$ cat src/rtl/id_ex_stage.sv
`default_nettype none
// ============================================================================
// Module   : id_ex_stage
// Purpose  : ID/EX pipeline register carrying operands, immediate, PC+4,
//            register addresses and WB/MEM/EX control. Adds a valid bit,
//            external hold, branch flush, load-use hazard detection with
//            single-bubble insertion, and a saturating bubble counter.
// Revision : 1.0 - initial release
// ============================================================================
module id_ex_stage #(
  parameter int DATA_W  = 32,
  parameter int REG_W   = 5,
  parameter int ALUOP_W = 2,
  parameter int CNT_W   = 16
) (
  input  logic               clock,
  input  logic               reset_n,
  input  logic               in_valid,
  input  logic               stall_ext,
  input  logic               flush,
  input  logic [DATA_W-1:0]  readData1,
  input  logic [DATA_W-1:0]  readData2,
  input  logic [DATA_W-1:0]  signExtend,
  input  logic [DATA_W-1:0]  pcPlus4,
  input  logic [REG_W-1:0]   rs,
  input  logic [REG_W-1:0]   rt,
  input  logic [REG_W-1:0]   rd,
  input  logic               regWrite,
  input  logic               memToReg,
  input  logic               branch,
  input  logic               memRead,
  input  logic               memWrite,
  input  logic               regDest,
  input  logic               aluSrc,
  input  logic [ALUOP_W-1:0] aluOp,
  output logic               out_valid,
  output logic [DATA_W-1:0]  out_readData1,
  output logic [DATA_W-1:0]  out_readData2,
  output logic [DATA_W-1:0]  out_signExtend,
  output logic [DATA_W-1:0]  out_pcPlus4,
  output logic [REG_W-1:0]   out_rs,
  output logic [REG_W-1:0]   out_rt,
  output logic [REG_W-1:0]   out_rd,
  output logic               out_regWrite,
  output logic               out_memToReg,
  output logic               out_branch,
  output logic               out_memRead,
  output logic               out_memWrite,
  output logic               out_regDest,
  output logic               out_aluSrc,
  output logic [ALUOP_W-1:0] out_aluOp,
  output logic               hazard_stall,
  output logic [CNT_W-1:0]   bubble_count
);

  logic do_bubble;
  logic do_load;
  logic cnt_full;

  // Load-use detection: a valid load in EX whose destination (non-$0) is a
  // source of the instruction now in decode.
  always_comb begin
    hazard_stall = out_valid & out_memRead & in_valid &
                   (out_rt != '0) & ((out_rt == rs) | (out_rt == rt));
  end

  // Action select: flush beats hold, hold beats hazard bubble, else load.
  always_comb begin
    do_bubble = flush | (~stall_ext & hazard_stall);
    do_load   = ~flush & ~stall_ext & ~hazard_stall;
    cnt_full  = (bubble_count == {CNT_W{1'b1}});
  end

  // Data and address fields: captured only on a load, held otherwise.
  always_ff @(posedge clock or negedge reset_n) begin
    if (!reset_n) begin
      out_readData1  <= '0;
      out_readData2  <= '0;
      out_signExtend <= '0;
      out_pcPlus4    <= '0;
      out_rs         <= '0;
      out_rt         <= '0;
      out_rd         <= '0;
    end else if (do_load) begin
      out_readData1  <= readData1;
      out_readData2  <= readData2;
      out_signExtend <= signExtend;
      out_pcPlus4    <= pcPlus4;
      out_rs         <= rs;
      out_rt         <= rt;
      out_rd         <= rd;
    end
  end

  // Valid bit and control group: cleared on a bubble, gated by in_valid on a
  // load so an invalid slot never carries live control.
  always_ff @(posedge clock or negedge reset_n) begin
    if (!reset_n) begin
      out_valid    <= 1'b0;
      out_regWrite <= 1'b0;
      out_memToReg <= 1'b0;
      out_branch   <= 1'b0;
      out_memRead  <= 1'b0;
      out_memWrite <= 1'b0;
      out_regDest  <= 1'b0;
      out_aluSrc   <= 1'b0;
      out_aluOp    <= '0;
    end else if (do_bubble) begin
      out_valid    <= 1'b0;
      out_regWrite <= 1'b0;
      out_memToReg <= 1'b0;
      out_branch   <= 1'b0;
      out_memRead  <= 1'b0;
      out_memWrite <= 1'b0;
      out_regDest  <= 1'b0;
      out_aluSrc   <= 1'b0;
      out_aluOp    <= '0;
    end else if (do_load) begin
      out_valid    <= in_valid;
      out_regWrite <= in_valid & regWrite;
      out_memToReg <= in_valid & memToReg;
      out_branch   <= in_valid & branch;
      out_memRead  <= in_valid & memRead;
      out_memWrite <= in_valid & memWrite;
      out_regDest  <= in_valid & regDest;
      out_aluSrc   <= in_valid & aluSrc;
      out_aluOp    <= in_valid ? aluOp : '0;
    end
  end

  // Saturating count of inserted bubbles (flush or hazard), never wraps.
  always_ff @(posedge clock or negedge reset_n) begin
    if (!reset_n) begin
      bubble_count <= '0;
    end else if (do_bubble && !cnt_full) begin
      bubble_count <= bubble_count + 1'b1;
    end
  end

endmodule
`default_nettype wire

$ cat config.mk
export PLATFORM = sky130hd
export DESIGN_NAME = id_ex_stage
export DESIGN_NICKNAME = d
export VERILOG_FILES = /design/src/rtl/id_ex_stage.sv
export SDC_FILE = /design/constraint.sdc
export NUM_CORES = 1
export LEC_CHECK = 0
export CAP_MARGIN = 25
export CORE_UTILIZATION = 30
export CTS_CLUSTER_DIAMETER = 100
export DETAILED_ROUTE_END_ITERATION = 10
export PLACE_DENSITY = 0.69
export SETUP_SLACK_MARGIN = 0.4
export SYNTH_ARGS = -nofsm -noshare
export SYNTH_HDL_FRONTEND = slang
export SYNTH_SLANG_ARGS = --single-unit
$ cat constraint.sdc
create_clock -name clock -period 3.5 [get_ports clock]
set_input_delay 0.875 -clock clock [delete_from_list [all_inputs] [get_ports clock]]
set_output_delay 0.875 -clock clock [all_outputs]
set_load 0.02 [all_outputs]
-- Word level (Yosys, flattened, before mapping)
Cells that the tools add are included.
- add/subtract/negate cells: 1
- eq/ne operators: 3
- mux-type cells: 19
- bitwise operators: 19
- reduce and logical (&&, ||, !) cells: 4
- operators with widths (operator ; number):
    $add A16 B1 Y16 const B ; 1
    $eq A16 B16 Y1 const B ; 1
    $mux W1 ; 16
    $and A1 B1 Y1 ; 14
    $eq A5 B5 Y1 ; 2
    $mux W2 ; 3
    $reduce_bool A5 Y1 ; 1
    $not A1 Y1 ; 3
    $or A1 B1 Y1 ; 2
    $reduce_bool A2 Y1 ; 1
    $logic_and A1 B1 Y1 ; 1
    $logic_not A1 Y1 ; 1
- bits in registers: 169
- input bits: 157
- output and inout port bits: 170
- word-level logic and storage cells: 63

-- Longest topological paths before layout
- word-level depth: 8
- mapped depth: 8
- mapped depth without buffers: 6

-- Worst setup path after synthesis
No wires, ideal clock.
- path kind: input to output
- start point: input port rs[2]
- end point: output port hazard_stall
- arrival: 1656 ps
- data required time: 2625 ps
- slack: 969 ps
- stages: 4
- buffers on the path: 0
- path through: xor2_1 > nor3_1 > a22oi_1 > nor2_1
- longest elaborated chain between the ends: 3
- ends and longest elaborated chain (element ; line ; source):
    from (decl) ; 25 ; input logic [REG_W-1:0] rs,
    $eq A5 B5 Y1 ; 64 ; (out_rt != '0) & ((out_rt == rs) | (out_rt == rt));
    $or A1 B1 Y1 ; 64 ;
    $and A1 B1 Y1 ; 64 ;
    to (decl) ; 52 ; output logic hazard_stall,
No other way between the ends.

-- Worst setup path in the final report
Ends and elaborated chain as after synthesis.

==> results.txt <==
critical path data required time: 2620 ps
Initial Util: 31.01%
Core Util, Final: 50.08%
Comb pwr share: 28.3%
number of flops mapped to enable cells by yosys: 0
Inst Count DP: 1018
Syn Inst Count: 419
H-tree Lvls: 4
Worst Reg-to-Reg Cells: 5
Slew @ Worst Pin: 831.5 ps
CTS tree: done
WP buf/inv: 2
clock network power share: 30.9%
number of buffers added for setup after CTS: 0
worst skew pair latency: 420 ps
Yosys reg bits: 169
Mapped Area: 6850 µm²
Cell Pwr Density: 541.1 nW/µm²
NetSw: 1.733 mW
vias in the first global route: 5055
Max Cap Viol: 0
skew final: 12.81 ps
pin count of the biggest net entering global routing: 77
antenna violations before repair: 0
Pins Over Slew Limit: 0
Residual DRC: 0
root buf cell: clkbuf_16
final hold vios: 0
Setup Total Neg Slack: 0 ps
iteration-0 DRC count of the detailed router: 126
GRT Util Overall: 15.29%
CP top delay family: buffers and inverters
Clock transition at path regs: 70 ps
Worst setup EP type: primary output
run status: finished clean
Site Rows: 54
worst rel slew slack: 44.45%
CTS Buf Count: 17
DR vias: 4668
I/O Buffers: 326
most frequent cells in the layout: clkdlybuf4s50_1 (324), dfrtp_1 (169), mux2_2 (85), mux2_4 (60), xor2_1 (22)
Die Y-Extent: 153.1 µm
P&R area growth vs syn: 61.53%
Post-synth ARST share: 100.0%
Initial DRT Pass Iterations: 4
Die W: 153.1 µm
WL/cell: 16.77 µm
Hold Crit Class: input port to async pin
ys flop type: dfrtp_1
CP peak stage delay: 440 ps
Netlist cell types: 32
LEAKAGE: 4.795 nW
crit path kind: input port to primary output
die area: 23440 µm²
CTS Buffer Depth: 2
Reg power frac: 40.8%
post-synthesis sequential area ratio: 61.74%
placed wire-length estimate: 12.97 mm
Mapped Avg Cell Area: 16.35 µm²
Synth Net Count: 577
Arr. time, crit path: 2160 ps
endpoints failing setup: 0
# hold bufs at CTS: 0
Max VDD drop: 0.3202 mV
Sw Share: 28.95%
first-pass GRT wire length: 27.87 mm
layout cell share with drive strength beyond 1: 25.65%
Fillers: 1902
FF-to-FF setup slack: 1190 ps
Final period util: 86.61%
CP Cell Sequence: clkdlybuf4s50_1 > xor2_1 > nor3_2 > a22oi_2 > nor2_1 > clkdlybuf4s15_2
maximum fanout along the worst path: 2
Int Pwr: 4.254 mW
GRT Residual Overflow: 0
critical path startpoint category: input port
Yosys warning total: 0
Ant. Diodes: 0
Final min period: 3031 ps
GPL Wtd Cong: 0.8064
nets: 915
DR vias/cell: 4.454
RSZ-0062 raised after global routing: false
most common cell after layout, fill and taps aside: clkdlybuf4s50_1
Finished Layout Cells: 1048
Reg-to-Reg End: bubble_count[1]$_DFFE_PN0P_
IO Pins: 327
startpoint of the worst register-to-register path: out_rt[1]$_DFFE_PN0P_
maximum clock rate: 0.3299 GHz
Slowest-stage cell, CP: clkdlybuf4s50_1
Core Area: 22090 µm²
Post-Route WL: 17.58 mm
Final ANT Viol Nets: 0
Num Clock Sinks: 169
[logic make-up after synthesis]
kind of cell | count (synthesis) | share of synthesized area (%)
multiplexers | 145 | 27.12
XOR/XNOR | 24 | 3.068
adder cells (fa/ha/maj) | 1 | 0.1826
AO/OA/AOI/OAI | 17 | 2.192
flip-flops | 169 | 61.74
buffers and inverters | 20 | 2.137
AND/OR/NAND/NOR | 43 | 3.562
[state kept, by name (all words and copies together), names as in the netlist, 2 cells and up]
register        count
out_rd              5
bubble_count       16
out_readData1      32
out_readData2      32
out_pcPlus4        32
out_rt              5
out_aluOp           2
out_signExtend     32
out_rs              5
[how the worst max path moves through the flow]
stage	start	endpoint	slack [ps]	cells after the start
6_report	rs[2]	hazard_stall	470	6
4_1_cts	rs[2]	hazard_stall	420	6
2_1_floorplan	rs[2]	hazard_stall	970	4
3_5_place_dp	rs[2]	hazard_stall	110	6
5_1_grt	rs[2]	hazard_stall	420	6
3_3_place_gp	rs[2]	hazard_stall	100	6
[repair_timing]
item                       CTS  global route
resized for setup            4             2
setup endpoints to repair    1             1
hold endpoints to repair     0             0
[through the flow]
step                      instance area (µm²)  setup slack (ps)  total power [mW]  hold WS (ps)
final                                   11070             468.8             5.988         353.9
after global routing                    11070             419.3             6.265         347.1
after CTS                               11060             423.8             6.077         334.8
after detailed placement                10480             113.2             4.180         483.7
after global placement                  10480             95.18             4.162         476.3
after floorplan                          6850             968.7             3.246         579.4
[cell usage after synthesis, types with 2 or more instances]
cell	n	area, µm²
nand3_1	8	40.04
nor3_2	2	20.02
and3_1	2	12.51
nand4_1	2	12.51
a22o_1	9	78.83
nand2_1	3	11.26
xor2_1	22	192.7
nor2_1	10	37.54
xnor2_1	2	17.52
buf_6	8	90.09
and4_1	3	26.28
buf_2	9	45.04
dfrtp_1	169	4229
inv_1	2	7.510
mux2_2	85	957.2
nor3_1	7	35.03
mux2_4	60	900.9
nand2b_1	2	12.51
[metal layers]
layer	vias up	wire length (µm)	GRT usage, %
met1	2283	7319	18.17
met2	205	8447	25.16
li1	2156	-	-
met4	0	371	6.061
met5	-	0	0
met3	24	1441	5.500
[cell type report]
type | instances | area (µm²) | area share, %
clock buffer | 18 | 429.2 | 3.878
clock inverter | 12 | 141.4 | 1.278
inverter | 2 | 7.507 | 0.06784
multi-input combinational | 230 | 2497 | 22.57
sequential | 169 | 4229 | 38.22
tap | 280 | 350.3 | 3.166
timing repair buffer | 337 | 3411 | 30.82
[power by group through the flow]
stage                     logic [mW]  clock network, mW  registers, mW
after floorplan                0.434                  0           2.81
after global placement          1.70                  0           2.47
after detailed placement        1.71                  0           2.47
after CTS                       1.71               1.92           2.44
after global routing            1.79               1.99           2.48
final                           1.70               1.85           2.44
Note: power is estimated with default switching activity, not from simulation.
==> patch, RTL diff (same flow settings) <==
Set the parameter `DATA_W` to 16 (it was 32).
--- a/src/rtl/id_ex_stage.sv
+++ b/src/rtl/id_ex_stage.sv
@@ -8,7 +8,7 @@
 // Revision : 1.0 - initial release
 // ============================================================================
 module id_ex_stage #(
-  parameter int DATA_W  = 32,
+  parameter int DATA_W  = 16,
   parameter int REG_W   = 5,
   parameter int ALUOP_W = 2,
   parameter int CNT_W   = 16
Ports: changed (8 resized); port bits go from 327 to 199. The function was not compared with the original's and may differ.
==> patch against the original RTL <==
The flow now finishes with violations (DRC); clock power fell by 48%; total power down 41%; synthesized area is 38% lower; count of clock-buffer cells in the layout is 5 lower; worst setup slack improved by 0.045 ns; clock skew shrank 0.0037 ns; design area shrank 39%; wire length down 41%; maximum frequency grew 1.5%; sequential cell count is 64 lower; first-iteration DRC count fell by 63%; critical path type unchanged; largest cell class unchanged; largest power group unchanged.
==> patch: results <==
[worst_hold_path]
hp-class = "reg -> reg"

[synth]
synthAdderAreaFrac_pct = 0.2937
synth_mux_area_share_pct = 21.41
avgSynthCellArea_sq_um = 15.00
synth_nets = 378
synth_area_leaders = "dfrtp_1 62%, mux2_2 17%, mux2_1 4.2%"
synth_compound_area_share_pct = 4.023
synth_xor_area_share_pct = 4.934

[cts]
clock_sinks = 105
clk_latency_ns = 0.35
htreeDepth = 3
post_cts_resized = 5
cts_buffers = 9

[layout]
nClkBuffers = 13
fillers = 1207
multi_input_area_sq_um = 1526
buffer_area_share_pct = 30.52
final_nets = 581
drive_gt1_share_pct = 17.89
clk_share_pct = 4.243
num-multi-input-gates = 167
buffers = 202
seqCellArea_sq_um = 2628

[drt]
drtIter0Drc = 47
viasPerCell = 4.571
drc = 2
dr.pass1.iters = 7
met1Wirelength_um = 4347
vias = 3072

[setup_path]
reg2reg_depth = 7
ff2ff_setup_slack_ns = 1.32
r2r_start = "out_rt[0]$_DFFE_PN0P_"
cp.arrival_ns = 2.11
r2r-end = "out_readData1[8]$_DFFE_PN0P_"

[die]
coreArea_sq_um = 13880

[placed_design]
numPortBuffers = 198
dpl.hpwl_um = 7718
placedCellCount = 656
finalWeightedCongestion = 0.7800

[global_routing]
use_met3_pct = 3.195
globalRouteMet1Util_pct = 17.37
grt_max_degree = 58
grt_use_met2_pct = 23.54
grt_pass1_wl_um = 16130
grt_pass1_vias = 3201

[status]
violations = "DRC"
status = "finished with violations"

[sta]
slew_headroom_pct = 46.01
clock_skew_ns = 0.009151
fin_crit_sh_pct = 85.31

[power_and_ir_drop]
switching_share_pct = 29.41
leakage_nw = 2.777
seqPwrFrac_pct = 43.3
## patch: changes by cell type in the layout (fill, tap and decap cells not counted), moves of 7 or more
cell / before / now
mux2_2: 85 / 65
clkdlybuf4s50_1: 324 / 193
mux2_4: 60 / 0
nand2_1: 3 / 10
mux2_1: 0 / 16
xnor2_1: 2 / 20
xor2_1: 22 / 4
dfrtp_1: 169 / 105
clkbuf_16: 17 / 9
## patch: worst max-delay path by stage
stage,startpoint,to,cells after the start
finish,rs[2],hazard_stall,6
global route,rt[0],hazard_stall,6
CTS,rs[4],hazard_stall,6
detailed placement,rs[4],hazard_stall,6
global placement,rs[4],hazard_stall,6
floorplan,rs[4],hazard_stall,4
## patch: logic make-up (layout without fill, tap and decap cells)
| group | count (synthesis) | after routing |
|---|---|---|
| DFF | 105 | 105 |
| and+or+nand+nor | 41 | 41 |
| buffers and inverters | 12 | 220 |
| muxes | 81 | 81 |
| xor gates and xnor gates | 24 | 24 |
| AOI/OAI and AO/OA | 20 | 20 |
| adders and majority gates | 1 | 1 |
